`src/rtl/diag_shift_engine_pkg.sv`:
```
// Shared encodings for the diagonal shift engine: step directions, FSM states
// and the default board geometry.
package diag_shift_engine_pkg;

    localparam int DEF_ROWS = 8;
    localparam int DEF_COLS = 4;

    typedef enum logic [1:0] {
        DIR_UR = 2'b00,
        DIR_UL = 2'b01,
        DIR_DR = 2'b10,
        DIR_DL = 2'b11
    } dir_t;

    typedef enum logic [1:0] {
        ST_IDLE  = 2'b00,
        ST_SHIFT = 2'b01,
        ST_DONE  = 2'b10
    } state_t;

endpackage

```
`src/rtl/diag_shift_engine_if.sv`:
```
// Request/result bundle of the diagonal shift engine. Both sides use strict
// valid/ready: a beat moves only on a clock edge where valid && ready are both 1,
// and an offered beat keeps its payload stable until it moves.
interface diag_shift_engine_if #(
    parameter int W  = 32,
    parameter int SW = 2
);
    logic          in_valid;
    logic          in_ready;
    logic [W-1:0]  in_board;
    logic [1:0]    in_dir;
    logic [SW-1:0] in_steps;
    logic          in_fill;
    logic          in_accum;
    logic          out_valid;
    logic          out_ready;
    logic [W-1:0]  out_board;

    modport slave (
        input  in_valid, in_board, in_dir, in_steps, in_fill, in_accum, out_ready,
        output in_ready, out_valid, out_board
    );

    modport master (
        output in_valid, in_board, in_dir, in_steps, in_fill, in_accum, out_ready,
        input  in_ready, out_valid, out_board
    );
endinterface

```
`src/rtl/diag_shift_engine_step.sv`:
```
// One combinational diagonal step on a checkerboard bitboard: each square takes
// the value of its neighbour opposite to the direction, or fill when off-board.
module diag_step
    import diag_shift_engine_pkg::*;
#(
    parameter int ROWS = DEF_ROWS,
    parameter int COLS = DEF_COLS
) (
    input  logic [ROWS*COLS-1:0] src,
    input  dir_t                 dir,
    input  logic                 fill,
    output logic [ROWS*COLS-1:0] dst
);
    for (genvar r = 0; r < ROWS; r++) begin : g_row
        for (genvar c = 0; c < COLS; c++) begin : g_col
            // Even rows are offset right of odd rows, so the diagonal columns differ by parity.
            localparam int  CL    = (r % 2 == 0) ? c : c - 1;
            localparam int  CR    = (r % 2 == 0) ? c + 1 : c;
            localparam bit  L_OK  = (CL >= 0);
            localparam bit  R_OK  = (CR < COLS);
            localparam bit  DN_OK = (r + 1 < ROWS);
            localparam bit  UP_OK = (r > 0);
            localparam int  I_DL  = (DN_OK && L_OK) ? (r + 1) * COLS + CL : 0;
            localparam int  I_DR  = (DN_OK && R_OK) ? (r + 1) * COLS + CR : 0;
            localparam int  I_UL  = (UP_OK && L_OK) ? (r - 1) * COLS + CL : 0;
            localparam int  I_UR  = (UP_OK && R_OK) ? (r - 1) * COLS + CR : 0;

            logic from_dl, from_dr, from_ul, from_ur;
            assign from_dl = (DN_OK && L_OK) ? src[I_DL] : fill;
            assign from_dr = (DN_OK && R_OK) ? src[I_DR] : fill;
            assign from_ul = (UP_OK && L_OK) ? src[I_UL] : fill;
            assign from_ur = (UP_OK && R_OK) ? src[I_UR] : fill;

            assign dst[r*COLS+c] = (dir == DIR_UR) ? from_dl :
                                   (dir == DIR_UL) ? from_dr :
                                   (dir == DIR_DR) ? from_ul : from_ur;
        end
    end
endmodule

```
`src/rtl/diag_shift_engine.sv`:
```
// Multi-cycle diagonal shift engine: accepts a board, applies up to MAX_STEPS
// single diagonal steps (one per clock) and holds the result until taken.
module diag_shift_engine
    import diag_shift_engine_pkg::*;
#(
    parameter int ROWS      = DEF_ROWS,
    parameter int COLS      = DEF_COLS,
    parameter int MAX_STEPS = 2
) (
    input  logic               clock,
    input  logic               reset_n,
    diag_shift_engine_if.slave bus,
    output state_t             dbg_state
);
    localparam int W  = ROWS * COLS;
    localparam int SW = $clog2(MAX_STEPS + 1);
    localparam logic [SW-1:0] MAX_S = SW'(MAX_STEPS);
    localparam logic [SW-1:0] ONE_S = SW'(1);

    state_t        state;
    logic          in_ready_q;
    logic          out_valid_q;
    logic [W-1:0]  out_board_q;
    logic [W-1:0]  work_q;
    logic [W-1:0]  acc_q;
    dir_t          dir_q;
    logic          fill_q;
    logic          accum_q;
    logic [SW-1:0] steps_q;

    logic [W-1:0]  step_dst;
    logic [W-1:0]  step_acc;
    logic [SW-1:0] steps_sat;

    assign steps_sat = (bus.in_steps > MAX_S) ? MAX_S : bus.in_steps;
    assign step_acc  = acc_q | step_dst;

    diag_step #(
        .ROWS (ROWS),
        .COLS (COLS)
    ) u_step (
        .src  (work_q),
        .dir  (dir_q),
        .fill (fill_q),
        .dst  (step_dst)
    );

    always_ff @(posedge clock or negedge reset_n) begin
        if (!reset_n) begin
            state       <= ST_IDLE;
            in_ready_q  <= 1'b1;
            out_valid_q <= 1'b0;
            out_board_q <= '0;
            work_q      <= '0;
            acc_q       <= '0;
            dir_q       <= DIR_UR;
            fill_q      <= 1'b0;
            accum_q     <= 1'b0;
            steps_q     <= '0;
        end else begin
            case (state)
                ST_IDLE: begin
                    if (bus.in_valid && in_ready_q) begin
                        work_q     <= bus.in_board;
                        acc_q      <= '0;
                        dir_q      <= dir_t'(bus.in_dir);
                        fill_q     <= bus.in_fill;
                        accum_q    <= bus.in_accum;
                        steps_q    <= steps_sat;
                        in_ready_q <= 1'b0;
                        if (steps_sat == '0) begin
                            out_board_q <= bus.in_board;
                            out_valid_q <= 1'b1;
                            state       <= ST_DONE;
                        end else begin
                            state <= ST_SHIFT;
                        end
                    end
                end
                ST_SHIFT: begin
                    work_q  <= step_dst;
                    acc_q   <= step_acc;
                    steps_q <= steps_q - ONE_S;
                    // Last step: publish straight from the step output, no extra cycle.
                    if (steps_q == ONE_S) begin
                        out_board_q <= accum_q ? step_acc : step_dst;
                        out_valid_q <= 1'b1;
                        state       <= ST_DONE;
                    end
                end
                ST_DONE: begin
                    // in_ready stays low through the release edge, so no same-cycle accept.
                    if (bus.out_ready) begin
                        out_valid_q <= 1'b0;
                        in_ready_q  <= 1'b1;
                        state       <= ST_IDLE;
                    end
                end
                default: begin
                    state       <= ST_IDLE;
                    in_ready_q  <= 1'b1;
                    out_valid_q <= 1'b0;
                end
            endcase
        end
    end

    assign bus.in_ready  = in_ready_q;
    assign bus.out_valid = out_valid_q;
    assign bus.out_board = out_board_q;
    assign dbg_state     = state;
endmodule

```
`src/flat_wrapper.sv`:
```
// flat-port wrapper written by rule: the top's interface ports become plain ports
module diag_shift_engine_flat import diag_shift_engine_pkg::*;
#(
    parameter int ROWS      = DEF_ROWS,
    parameter int COLS      = DEF_COLS,
    parameter int MAX_STEPS = 2
)
  (clock, reset_n, dbg_state, bus_in_valid, bus_in_board, bus_in_dir, bus_in_steps, bus_in_fill, bus_in_accum, bus_out_ready, bus_in_ready, bus_out_valid, bus_out_board);
  diag_shift_engine_if #(.W((ROWS * COLS)), .SW((2))) bus_i ();
  input  logic clock;
  input  logic reset_n;
  output state_t dbg_state;
  input wire logic [$bits(bus_i.in_valid)-1:0] bus_in_valid;
  input wire logic [$bits(bus_i.in_board)-1:0] bus_in_board;
  input wire logic [$bits(bus_i.in_dir)-1:0] bus_in_dir;
  input wire logic [$bits(bus_i.in_steps)-1:0] bus_in_steps;
  input wire logic [$bits(bus_i.in_fill)-1:0] bus_in_fill;
  input wire logic [$bits(bus_i.in_accum)-1:0] bus_in_accum;
  input wire logic [$bits(bus_i.out_ready)-1:0] bus_out_ready;
  output wire logic [$bits(bus_i.in_ready)-1:0] bus_in_ready;
  output wire logic [$bits(bus_i.out_valid)-1:0] bus_out_valid;
  output wire logic [$bits(bus_i.out_board)-1:0] bus_out_board;
  assign bus_i.in_valid = bus_in_valid;
  assign bus_i.in_board = bus_in_board;
  assign bus_i.in_dir = bus_in_dir;
  assign bus_i.in_steps = bus_in_steps;
  assign bus_i.in_fill = bus_in_fill;
  assign bus_i.in_accum = bus_in_accum;
  assign bus_i.out_ready = bus_out_ready;
  assign bus_in_ready = bus_i.in_ready;
  assign bus_out_valid = bus_i.out_valid;
  assign bus_out_board = bus_i.out_board;
  diag_shift_engine #(.ROWS(ROWS), .COLS(COLS), .MAX_STEPS(MAX_STEPS)) u_core (.clock(clock), .reset_n(reset_n), .bus(bus_i), .dbg_state(dbg_state));
endmodule
```
`config.mk`:
```
export PLATFORM = sky130hd
export DESIGN_NAME = diag_shift_engine_flat
export DESIGN_NICKNAME = d
export VERILOG_FILES = /design/src/rtl/diag_shift_engine_pkg.sv /design/src/rtl/diag_shift_engine_if.sv /design/src/rtl/diag_shift_engine_step.sv /design/src/rtl/diag_shift_engine.sv /design/src/flat_wrapper.sv
export SDC_FILE = /design/constraint.sdc
export NUM_CORES = 1
export LEC_CHECK = 0
export ABC_CLOCK_PERIOD_IN_PS = 2100
export CAP_MARGIN = 25
export CORE_MARGIN = 2
export CORE_UTILIZATION = 54
export DETAILED_ROUTE_END_ITERATION = 10
export GPL_TIMING_DRIVEN = 0
export PLACE_DENSITY = 0.91
export SLEW_MARGIN = 30
export SYNTH_ARGS = -nofsm -noshare
export SYNTH_HDL_FRONTEND = slang
export SYNTH_SLANG_ARGS = --single-unit
```
`constraint.sdc`:
```
create_clock -name clock -period 2.1 [get_ports clock]
set_input_delay 0.42 -clock clock [delete_from_list [all_inputs] [get_ports clock]]
set_output_delay 0.42 -clock clock [all_outputs]
set_load 0.005 [all_outputs]
```
# Yosys cells after proc, flatten, opt, wreduce, memory -nomap -nowiden

Cells that the tools add are included.

Memory bits (read-only): 0
Memories: 0
Output and inout bits: 36
Flip-flop bits (word level): 106
Logic and storage cells: 150
Bits in latches: 0
Input bits: 42
RAM bits: 0

Multiplexer cells: 116
Bitwise operators: 2
Div/mod/pow operators: 0
Shift-type cells: 0
Magnitude comparators: 1
Eq/ne operators: 9
Multiply operators: 0
Reductions and logical operators: 11
$add $sub $neg: 1

Operators with widths:

| kind                                                   | count |
|---|---|
| two-way mux 32 bit                                     | 6 |
| case mux 32 bit (2 select lines)                       | 3 |
| two-way mux 1 bit                                      | 97 |
| bitwise OR 32 bit                                      | 1 |
| two-way mux 2 bit                                      | 6 |
| AND reduction 4 bit                                    | 2 |
| == test 2 x 1 -> 1 bit (second input constant)         | 3 |
| logical NOT 2 bit                                      | 3 |
| inequality test 2 x 1 -> 1 bit (second input constant) | 3 |
| case mux 1 bit (3 select lines)                        | 2 |
| case mux 2 bit (3 select lines)                        | 1 |
| AND reduction 3 bit                                    | 2 |
| == test 2 bit (second input constant)                  | 2 |
| case mux 2 bit (2 select lines)                        | 1 |
| AND reduction 2 bit                                    | 2 |
| > comparator 2 bit (second input constant)             | 1 |
| inequality test 2 bit (second input constant)          | 1 |
| nonzero test 2 bit                                     | 1 |
| subtractor 2 x 1 -> 2 bit (second input constant)      | 1 |
| logical AND 1 bit                                      | 1 |
| NOT 1 bit                                              | 1 |

# Logic depth before layout (Yosys ltp)

Gate-level depths: netlist (run 1).

Depth in word-level cells: 8
Mapped depth: 6
Depth with buffers taken out: 5

# Cells and area by module

A second synthesis (run 1) with hierarchy kept.

Cells, all modules: 463
Area total of the unflattened synthesis: 5280.1 um2

Modules (own cells, without submodules):

| module            | sequential area each (um2) | area each (um2) | cells each | instances |
|---|---|---|---|---|
| diag_shift_engine | 2653.8                     | 4538.1          | 397        | 1 |
| diag_step         | 0.0                        | 742.0           | 66         | 1 |

# Worst setup path after synthesis (run 1)

OpenSTA, ideal clock, no wires.

Kind: register -> register
Start: register u_core.dir_q[1]
End: register u_core.work_q[12]
Cell stages (with the launch flop): 6
Setup slack: 0.534 ns
Required time: 1.974 ns
Arrival: 1.440 ns
Clock period less this slack: 1.566 ns
Path buffers: 1
Setup time: 0.126 ns
Path through: dfrtp_1 buf_6 mux2_2 mux2_2 and2_1 a221o_1

Cells in the longest elaborated chain, start to end: 5
Elaborated cells on any way between the ends: 7
Those cells by class: 2 x eq/ne; 4 x mux; 1 x reduce/logical

Ends and longest elaborated chain:

| what                               | line                         | text |
|---|---|---|
| from (decl)                        | diag_shift_engine.sv:26      | `dir_t dir_q;` |
| from (signal assigned)             | diag_shift_engine.sv:66      | `dir_q <= dir_t'(bus.in_dir);` |
| == test 2 bit                      | diag_shift_engine_step.sv:36 | `(dir == DIR_DR) ? from_ul : from_ur;` |
| two-way mux 1 bit                  | diag_shift_engine_step.sv:36 |  |
| two-way mux 1 bit                  | diag_shift_engine_step.sv:35 | `(dir == DIR_UL) ? from_dr :` |
| two-way mux 1 bit *                | diag_shift_engine_step.sv:34 | `assign dst[r*COLS+c] = (dir == DIR_UR) ? from_dl :` |
| case mux 32 bit (2 select lines) * | diag_shift_engine.sv:61      | `case (state)` |
| to (signal assigned)               | diag_shift_engine.sv:64      | `work_q <= bus.in_board;` |
| to (signal assigned)               | diag_shift_engine.sv:81      | `work_q <= step_dst;` |
| to (decl)                          | diag_shift_engine.sv:24      | `logic [W-1:0] work_q;` |

Mark *: on every way between the ends. The rest lies on a longest branch, timed or not.
A chain may end at the register's enable or synchronous reset.

# Worst setup path after layout (run 1)

Start: register u_core.in_ready_q, in the netlist u_core.bus.in_ready
End: register u_core.out_board_q[31], in the netlist u_core.bus.out_board[31]

Cells in the longest elaborated chain, start to end: 3

Ends and longest elaborated chain:

| what                                     | line                    | text |
|---|---|---|
| from (decl)                              | diag_shift_engine.sv:21 | `logic in_ready_q;` |
| from (signal assigned)                   | diag_shift_engine.sv:51 | `in_ready_q <= 1'b1;` |
| from (signal assigned)                   | diag_shift_engine.sv:70 | `in_ready_q <= 1'b0;` |
| from (signal assigned)                   | diag_shift_engine.sv:95 | `in_ready_q <= 1'b1;` |
| logical AND 1 bit                        | diag_shift_engine.sv:63 | `if (bus.in_valid && in_ready_q) begin` |
| inequality test 2 x 1 -> 1 bit (no line) | -                       |  |
| AND reduction 4 bit (no line)            | -                       |  |
| to (signal assigned)                     | diag_shift_engine.sv:72 | `out_board_q <= bus.in_board;` |
| to (signal assigned)                     | diag_shift_engine.sv:86 | `out_board_q <= accum_q ? step_acc : step_dst;` |
| to (decl)                                | diag_shift_engine.sv:23 | `logic [W-1:0] out_board_q;` |

Every way passes these cells.

==> results of run 1 <==
[flip-flops by register name (all words and copies together) (netlist names)]
signal and count:
u_core.work_q 32, u_core.dir_q 2, u_core.fill_q 1, u_core.dbg_state 2, u_core.steps_q 2, u_core.bus.in_ready 1
u_core.accum_q 1, u_core.acc_q 32, u_core.bus.out_board 32, u_core.bus.out_valid 1
[worst max-delay path: cells and delay by family (launching register included)]
kind,cells,cell delay (ps)
AO/OA/AOI/OAI,2,380
buffers and inverters,2,570
flip-flops,1,590
AND/OR/NAND/NOR,1,230
[power groups by stage]
stage / combinational, mW / clock [mW] / sequential, mW
detailed placement: 0.161 / 0 / 2.08
CTS: 0.163 / 1.29 / 2.04
finish: 0.162 / 1.29 / 2.04
floorplan: 0.0182 / 0 / 2.08
global placement: 0.151 / 0 / 2.08
global route: 0.178 / 1.36 / 2.04
[through the flow]
stage               setup WS [ps]  area (um2)  instances  power [mW]  util, %
finish                        167        6450        805        3.50     66.9
floorplan                     534        5270        577        2.10        -
global route                 52.3        6450        805        3.58     66.9
global placement            -3250        6210        787        2.23     64.4
CTS                          39.6        6440        805        3.49     66.9
detailed placement           -327        6240        788        2.24     64.7
[cells in the mapped netlist]
cell type,instances
nand3b_1,1
a21o_1,9
ha_1,1
a31oi_1,25
a41oi_1,7
mux2_2,12
dfrtp_1,105
o22ai_1,2
nor3_1,4
nand4bb_1,1
inv_1,3
buf_6,4
dfstp_2,1
nand2b_1,9
a22oi_1,1
nor2_1,48
nand3_1,38
nand2_2,1
buf_1,6
clkbuf_1,20
o22a_1,14
buf_2,15
o211ai_1,4
o21ai_0,31
mux2_4,5
and3_1,2
and2_1,2
and4bb_1,1
mux2i_1,26
a22o_4,1
buf_4,1
a2bb2oi_1,2
nand2_1,143
a211o_1,1
nor2b_1,1
a221o_1,7
a21oi_1,21
a211oi_1,2
[worst paths after layout]
| kind | startpoint | endpoint | slack (ps) |
|---|---|---|---|
| setup reg to reg | u_core.bus.in_ready | u_core.bus.out_board[31] | 170 |
| hold / removal | u_core.acc_q[5] | u_core.acc_q[5] | 490 |
| setup / recovery | u_core.bus.in_ready | u_core.bus.out_board[31] | 170 |
| max in group asynchronous | reset_n | u_core.bus.in_ready | 860 |
| min in group asynchronous | reset_n | u_core.bus.out_board[14] | 560 |
| hold reg to reg | u_core.acc_q[5] | u_core.acc_q[5] | 490 |
[layout make-up]
| type | count | area [um2] |
|---|---|---|
| Inverter | 3 | 11.3 |
| Timing Repair Buffer | 79 | 810 |
| Buffer | 46 | 226 |
| Multi-Input combinational cell | 422 | 2380 |
| Tap cell | 133 | 166 |
| Clock inverter | 4 | 51.3 |
| Sequential cell | 106 | 2650 |
| Fill cell | 766 | 3190 |
| Clock buffer | 12 | 145 |
[metal layers]
layer	GRT usage [%]	part of all wire, %	vias up
met4	12.3	2.0	0
met3	5.08	7.5	30
li1	-	-	2188
met2	48.1	47	260
met1	42.0	43	2395
met5	0	0	-
[timing repair]
item | 4_1_cts | 5_1_grt
endpoints found under the hold margin | 1 | 0
setup endpoints to repair | 0 | 3
hold buffers | 1 | 0
gates resized for setup | 0 | 2
[cell families (layout without fill, tap and decap cells)]
group | Yosys count | count (layout)
and+or+nand+nor | 251 | 251
muxes | 43 | 43
adders and majority gates | 1 | 1
AOI/OAI and AO/OA | 127 | 127
buffers and inverters | 49 | 144
DFF | 106 | 106
==> results.toml, run 1 <==
[setup_path]
max_stage_delay_ps = 590
path_max_fanout = 10
worstPathRequired_ps = 2330
r2r_cells = 5
arrival_ps = 2160
cp_cell_sequence = "and4bb_1, buf_6, a22o_4, clkbuf_1, a41oi_1"
path_class = "register to register"
endpoint_kind = "register"
critPathSlowestCell = "dfstp_2"
start_kind = "register"

[worst_hold_path]
whs_path_depth = 2
min_path_type = "register to register"

[timing]
tightest_slew_ps = 755
slew_headroom_pct = 49.6
layout_min_cycle_time_ps = 1930
rsz0062_at_grt = "false"
timing.final.hold_violations = 0
clock_skew_ps = 15.2
finalSetupTns_ps = 0
max_freq_mhz = 517
setup_viol = 0
whs_ps = 485
finalMaxSlewViolations = 0
fin_crit_sh_pct = 92.1

[route]
drt-initial-drc-count = 472
wl_um = 15500
ant_nets = 0
drc_errors = 0
first_pass_iters = 5
wl_per_cell_um = 19.3
via_per_inst = 6.05
vias = 4873

[logic_synthesis]
synthSimpleGateAreaFrac_pct = 20.0
synth_nets = 620
yosys_warnings = 0
synth_seq_cells = 106
netlist_area_um2 = 5270
synth_top_area_share_pct = 49.8
syn_avg_cell_area_um2 = 9.14
netlist_instances = 577
yosys-mux-area-fraction_pct = 8.92
synthAdderAreaFrac_pct = 0.237
ys_types = 38
yosysSeqAreaShare_pct = 50.3
synth_compound_area_share_pct = 16.1
synth_top_area_cell = "dfrtp_1"
synth.area.top_cells = "dfrtp_1, nand2_1, mux2i_1, nand3_1, nor2_1"
synth_top_family_by_area = "simple AND/OR/NAND/NOR gates"
synth-xor-area-share_pct = 0

[clock_tree]
clk_pin_slew_ps = 100
cts_tree = "built"
numCtsBuffers = 9
cts-root-buf = "clkbuf_8"
insertion_delay_ps = 380
htreeDepth = 3
cts_sinks = 106
post_cts_buffers = 0
clk_path_buf_depth = 2

[pwr]
p_per_area_nw_per_um2 = 542
p_comb_share_pct = 4.6
switchingPower_mw = 0.786
internal_power_mw = 2.71
p_sw_share_pct = 22.5
vdd_ir_drop_max_mv = 0.304
p_seq_share_pct = 58.3
p_leak_nw = 2.75
pwr-share-clk_pct = 37.0

[global_routing]
antenna_found_initial = 0
grt_pass1_vias = 4751
grtUsageTotal_pct = 30.3
grt_overflow_total = 0
grt_pass1_wl_um = 24300
grt_start_max_net_pins = 55

[final_layout]
layout_common_cells = "nand2_1, dfrtp_1, clkdlybuf4s50_1"
drive_gt1_share_pct = 8.48
antenna_cells = 0
num-nets-final = 710
syn2layout_area_growth_pct = 22.3
final_common_cell = "nand2_1"

[floorplan]
die_area_um2 = 10600
fp.dieW_um = 103
rows = 36
core_area_um2 = 9640
start_util_pct = 54.7
fp.dieH_um = 103
ios = 78

[run_status]
status = "completed"

[placement]
portBuffers = 77
gp_congestion = 0.948
dp_hpwl_um = 11100

[flow_run]
cap_violations = 0
(Power assumes the default switching activity.)
==> run 2: changes to the inputs <==
--- a/config.mk
+++ b/config.mk
@@ -5,14 +5,16 @@
 export SDC_FILE = /design/constraint.sdc
 export NUM_CORES = 1
 export LEC_CHECK = 0
+export ABC_AREA = 1
 export ABC_CLOCK_PERIOD_IN_PS = 2100
 export CAP_MARGIN = 25
 export CORE_MARGIN = 2
-export CORE_UTILIZATION = 54
+export CORE_UTILIZATION = 55
 export DETAILED_ROUTE_END_ITERATION = 10
 export GPL_TIMING_DRIVEN = 0
 export PLACE_DENSITY = 0.91
 export SLEW_MARGIN = 30
 export SYNTH_ARGS = -nofsm -noshare
 export SYNTH_HDL_FRONTEND = slang
+export SYNTH_HIERARCHICAL = 1
 export SYNTH_SLANG_ARGS = --single-unit
==> run 2 against run 1 <==
Net effect:
- clock skew fell by 3.6 ps
- non-clock buffer count fell by 2
- synthesized cell count rose by 48%
- combinational power rose to 35 times the previous value
- worst setup slack improved by 83 ps
- sequential share of layout area fell by 3.0 points
- sequential power rose by 81%
- via count rose by 18%
- die area rose by 7.4%
- clock power fell by 5%
- count of clock-buffer cells in the layout fell by 2
- global-route usage barely moved
- largest cell class unchanged
==> results.toml, run 2 <==
[logic_synthesis]
synthAdderAreaFrac_pct = 0.216
yosysSeqAreaShare_pct = 45.9
async_reset_ff_share_pct = 100
ys_types = 19
synth_top_area_cell = "dfrtp_1"
syn_avg_cell_area_um2 = 6.79
synth_edf_count = 0
ys_top_cells_by_count = "nand2_1, dfrtp_1, inv_1"
synth_compound_area_share_pct = 4.11
synth_nets = 895
synth_top_family_by_area = "simple AND/OR/NAND/NOR gates"
synth_flop_cell = "dfrtp_1"
synth_seq_cells = 106
yosys_warnings = 6
synth-xor-area-share_pct = 0
yosys-mux-area-fraction_pct = 0
yosysMostFrequentCell = "nand2_1"
synth_top_area_share_pct = 45.4
synth.area.top_cells = "dfrtp_1, nand2_1, nand3_1, inv_1, nand4_1"
netlist_instances = 852
netlist_area_um2 = 5790
synthSimpleGateAreaFrac_pct = 39.7

[timing]
timing.final.hold_violations = 0
tightest_slew_ps = 696
rsz0062_at_grt = "false"
slew_headroom_pct = 53.6
fin_crit_sh_pct = 88.1
setup_viol = 0
whs_ps = 476
finalSetupTns_ps = 0
clock_skew_ps = 11.6
finalMaxSlewViolations = 0
layout_min_cycle_time_ps = 1850
max_freq_mhz = 540

[setup_path]
crit_end = "u_core/work_q[5]"
worstPathRequired_ps = 2370
cp_common_cell = "nand2_1"
start_kind = "register"
endpoint_kind = "register"
critPathSlowestCell = "dfrtp_1"
r2r_cells = 9
path_max_fanout = 10
path_class = "register to register"
critPathLaunch = "u_core/dir_q[1]"
r2r_start = "u_core/dir_q[1]"
timing.rr.end = "u_core/work_q[5]"
arrival_ps = 2120
cp_cell_sequence = "inv_2, clkbuf_1, o21ai_0, nand2_1, nand2_1, nand2_1, inv_1, a21oi_1, nand2_1"
crit_cells = 9
max_stage_delay_ps = 480
rrSetupSlack_ps = 250
worst-path-buf-inv = 3
critPathTopFamily = "buffers and inverters"

[route]
wl_um = 16200
first_pass_iters = 5
drt-initial-drc-count = 475
ant_nets = 0
drc_errors = 0
vias = 5766
wl_per_cell_um = 15.0
via_per_inst = 5.32

[pwr]
p_per_area_nw_per_um2 = 1520
p_seq_share_pct = 34.9
pwr-share-clk_pct = 11.6
p_sw_share_pct = 46.8
p_comb_share_pct = 53.5
p_leak_nw = 4.00
switchingPower_mw = 4.96
vdd_ir_drop_max_mv = 0.764
internal_power_mw = 5.63

[flow_run]
cap_violations = 0

[final_layout]
antenna_cells = 0
utilization_pct = 67.6
syn2layout_area_growth_pct = 20.2
layout.cells.non_filler = 1083
drive_gt1_share_pct = 6.23
layout_common_cells = "nand2_1, dfrtp_1, inv_1"
final_common_cell = "nand2_1"
num-nets-final = 985

[clock_tree]
cts_tree = "built"
clk_pin_slew_ps = 110
cts-root-buf = "clkbuf_8"
htreeDepth = 3
numCtsBuffers = 9
cts_sinks = 106
clk_path_buf_depth = 2
insertion_delay_ps = 370

[floorplan]
core_area_um2 = 10300
start_util_pct = 56.3
rows = 37
fp.dieW_um = 107
fp.dieH_um = 107
ios = 78
die_area_um2 = 11400

[global_routing]
antenna_found_initial = 0
grt_start_max_net_pins = 68
grt_pass1_vias = 5439
grt_pass1_wl_um = 27000
grt_overflow_total = 0
grtUsageTotal_pct = 30.3

[placement]
gp_congestion = 0.943
dp_hpwl_um = 11800
portBuffers = 77
placedCellCount = 1066

[run_status]
status = "completed"

[worst_hold_path]
min_path_type = "register to register"
-- run 2: cell count changes in the layout (fill, tap and decap cells not counted), moves of 9 or more --
cell	change
nand2_1	+288
nor2_1	-40
o22a_1	-14
mux2_2	-12
nand3_1	+41
inv_1	+88
o21ai_0	-12
nand2b_1	-9
a21o_1	-9
a31oi_1	-25
mux2i_1	-26
nand4_1	+35
-- run 2: cell type report --
type,instances,area (um2)
buffer,44,215
clock buffer,10,138
clock inverter,6,48.8
fill,918,3330
inverter,98,368
multi-input combinational,604,2550
sequential,106,2650
tap,136,170
timing repair buffer,79,810
-- run 2: power by group through the flow --
stage                     combinational, mW  sequential [mW]  clock, mW
after CTS                              5.61             3.68       1.24
after global routing                   6.44             3.80       1.33
after detailed placement               5.60             3.70          0
final                                  5.66             3.69       1.23
after global placement                 5.44             3.69          0
after floorplan                        3.64             3.57          0
-- run 2: how the worst min path moves through the flow --
stage,from,endpoint,slack (ps),cells after the start
floorplan,reset_n,u_core/acc_q[0],120,0
global placement,u_core/bus.out_board[3],u_core/bus.out_board[3],450,2
detailed placement,reset_n,u_core/bus.out_board[28],350,1
CTS,u_core/bus.out_board[0],u_core/bus.out_board[0],480,2
global route,u_core/bus.out_board[19],u_core/bus.out_board[19],500,2
finish,u_core/bus.out_board[0],u_core/bus.out_board[0],480,2
-- run 2: per-layer routing --
metal	wire, um	vias to the layer above	track usage, %
met2	7550	250	49.3
li1	-	2817	-
met5	0	-	0
met1	7110	2669	41.8
met3	1200	30	5.33
met4	352	0	8.63
-- run 2: metrics by stage --
step / setup slack [ps] / total power, mW / area, um2
floorplan: 702 / 7.20 / 5790
global placement: -3340 / 9.13 / 6730
detailed placement: 71.9 / 9.30 / 6760
CTS: 257 / 10.5 / 6950
global route: 80.6 / 11.6 / 6950
finish: 249 / 10.6 / 6950
-- run 2: worst reg2reg max path, stage by stage, from the launching register on --
cell,delay (ps)
dfrtp_1,480
inv_2,160
clkbuf_1,410
o21ai_0,170
nand2_1,100
nand2_1,70
nand2_1,100
inv_1,50
a21oi_1,150
nand2_1,70
-- run 2: what timing repair did --
action	4_1_cts	5_1_grt
hold buffers	1	0
gates resized for setup	0	0
buffers inserted	0	0
hold endpoints to repair	38	0
-- run 2: cell families after synthesis --
kind of cell	count (synthesis)
simple gates	558
buf+inv	142
flops	106
compound gates	45
fa+ha+maj	1
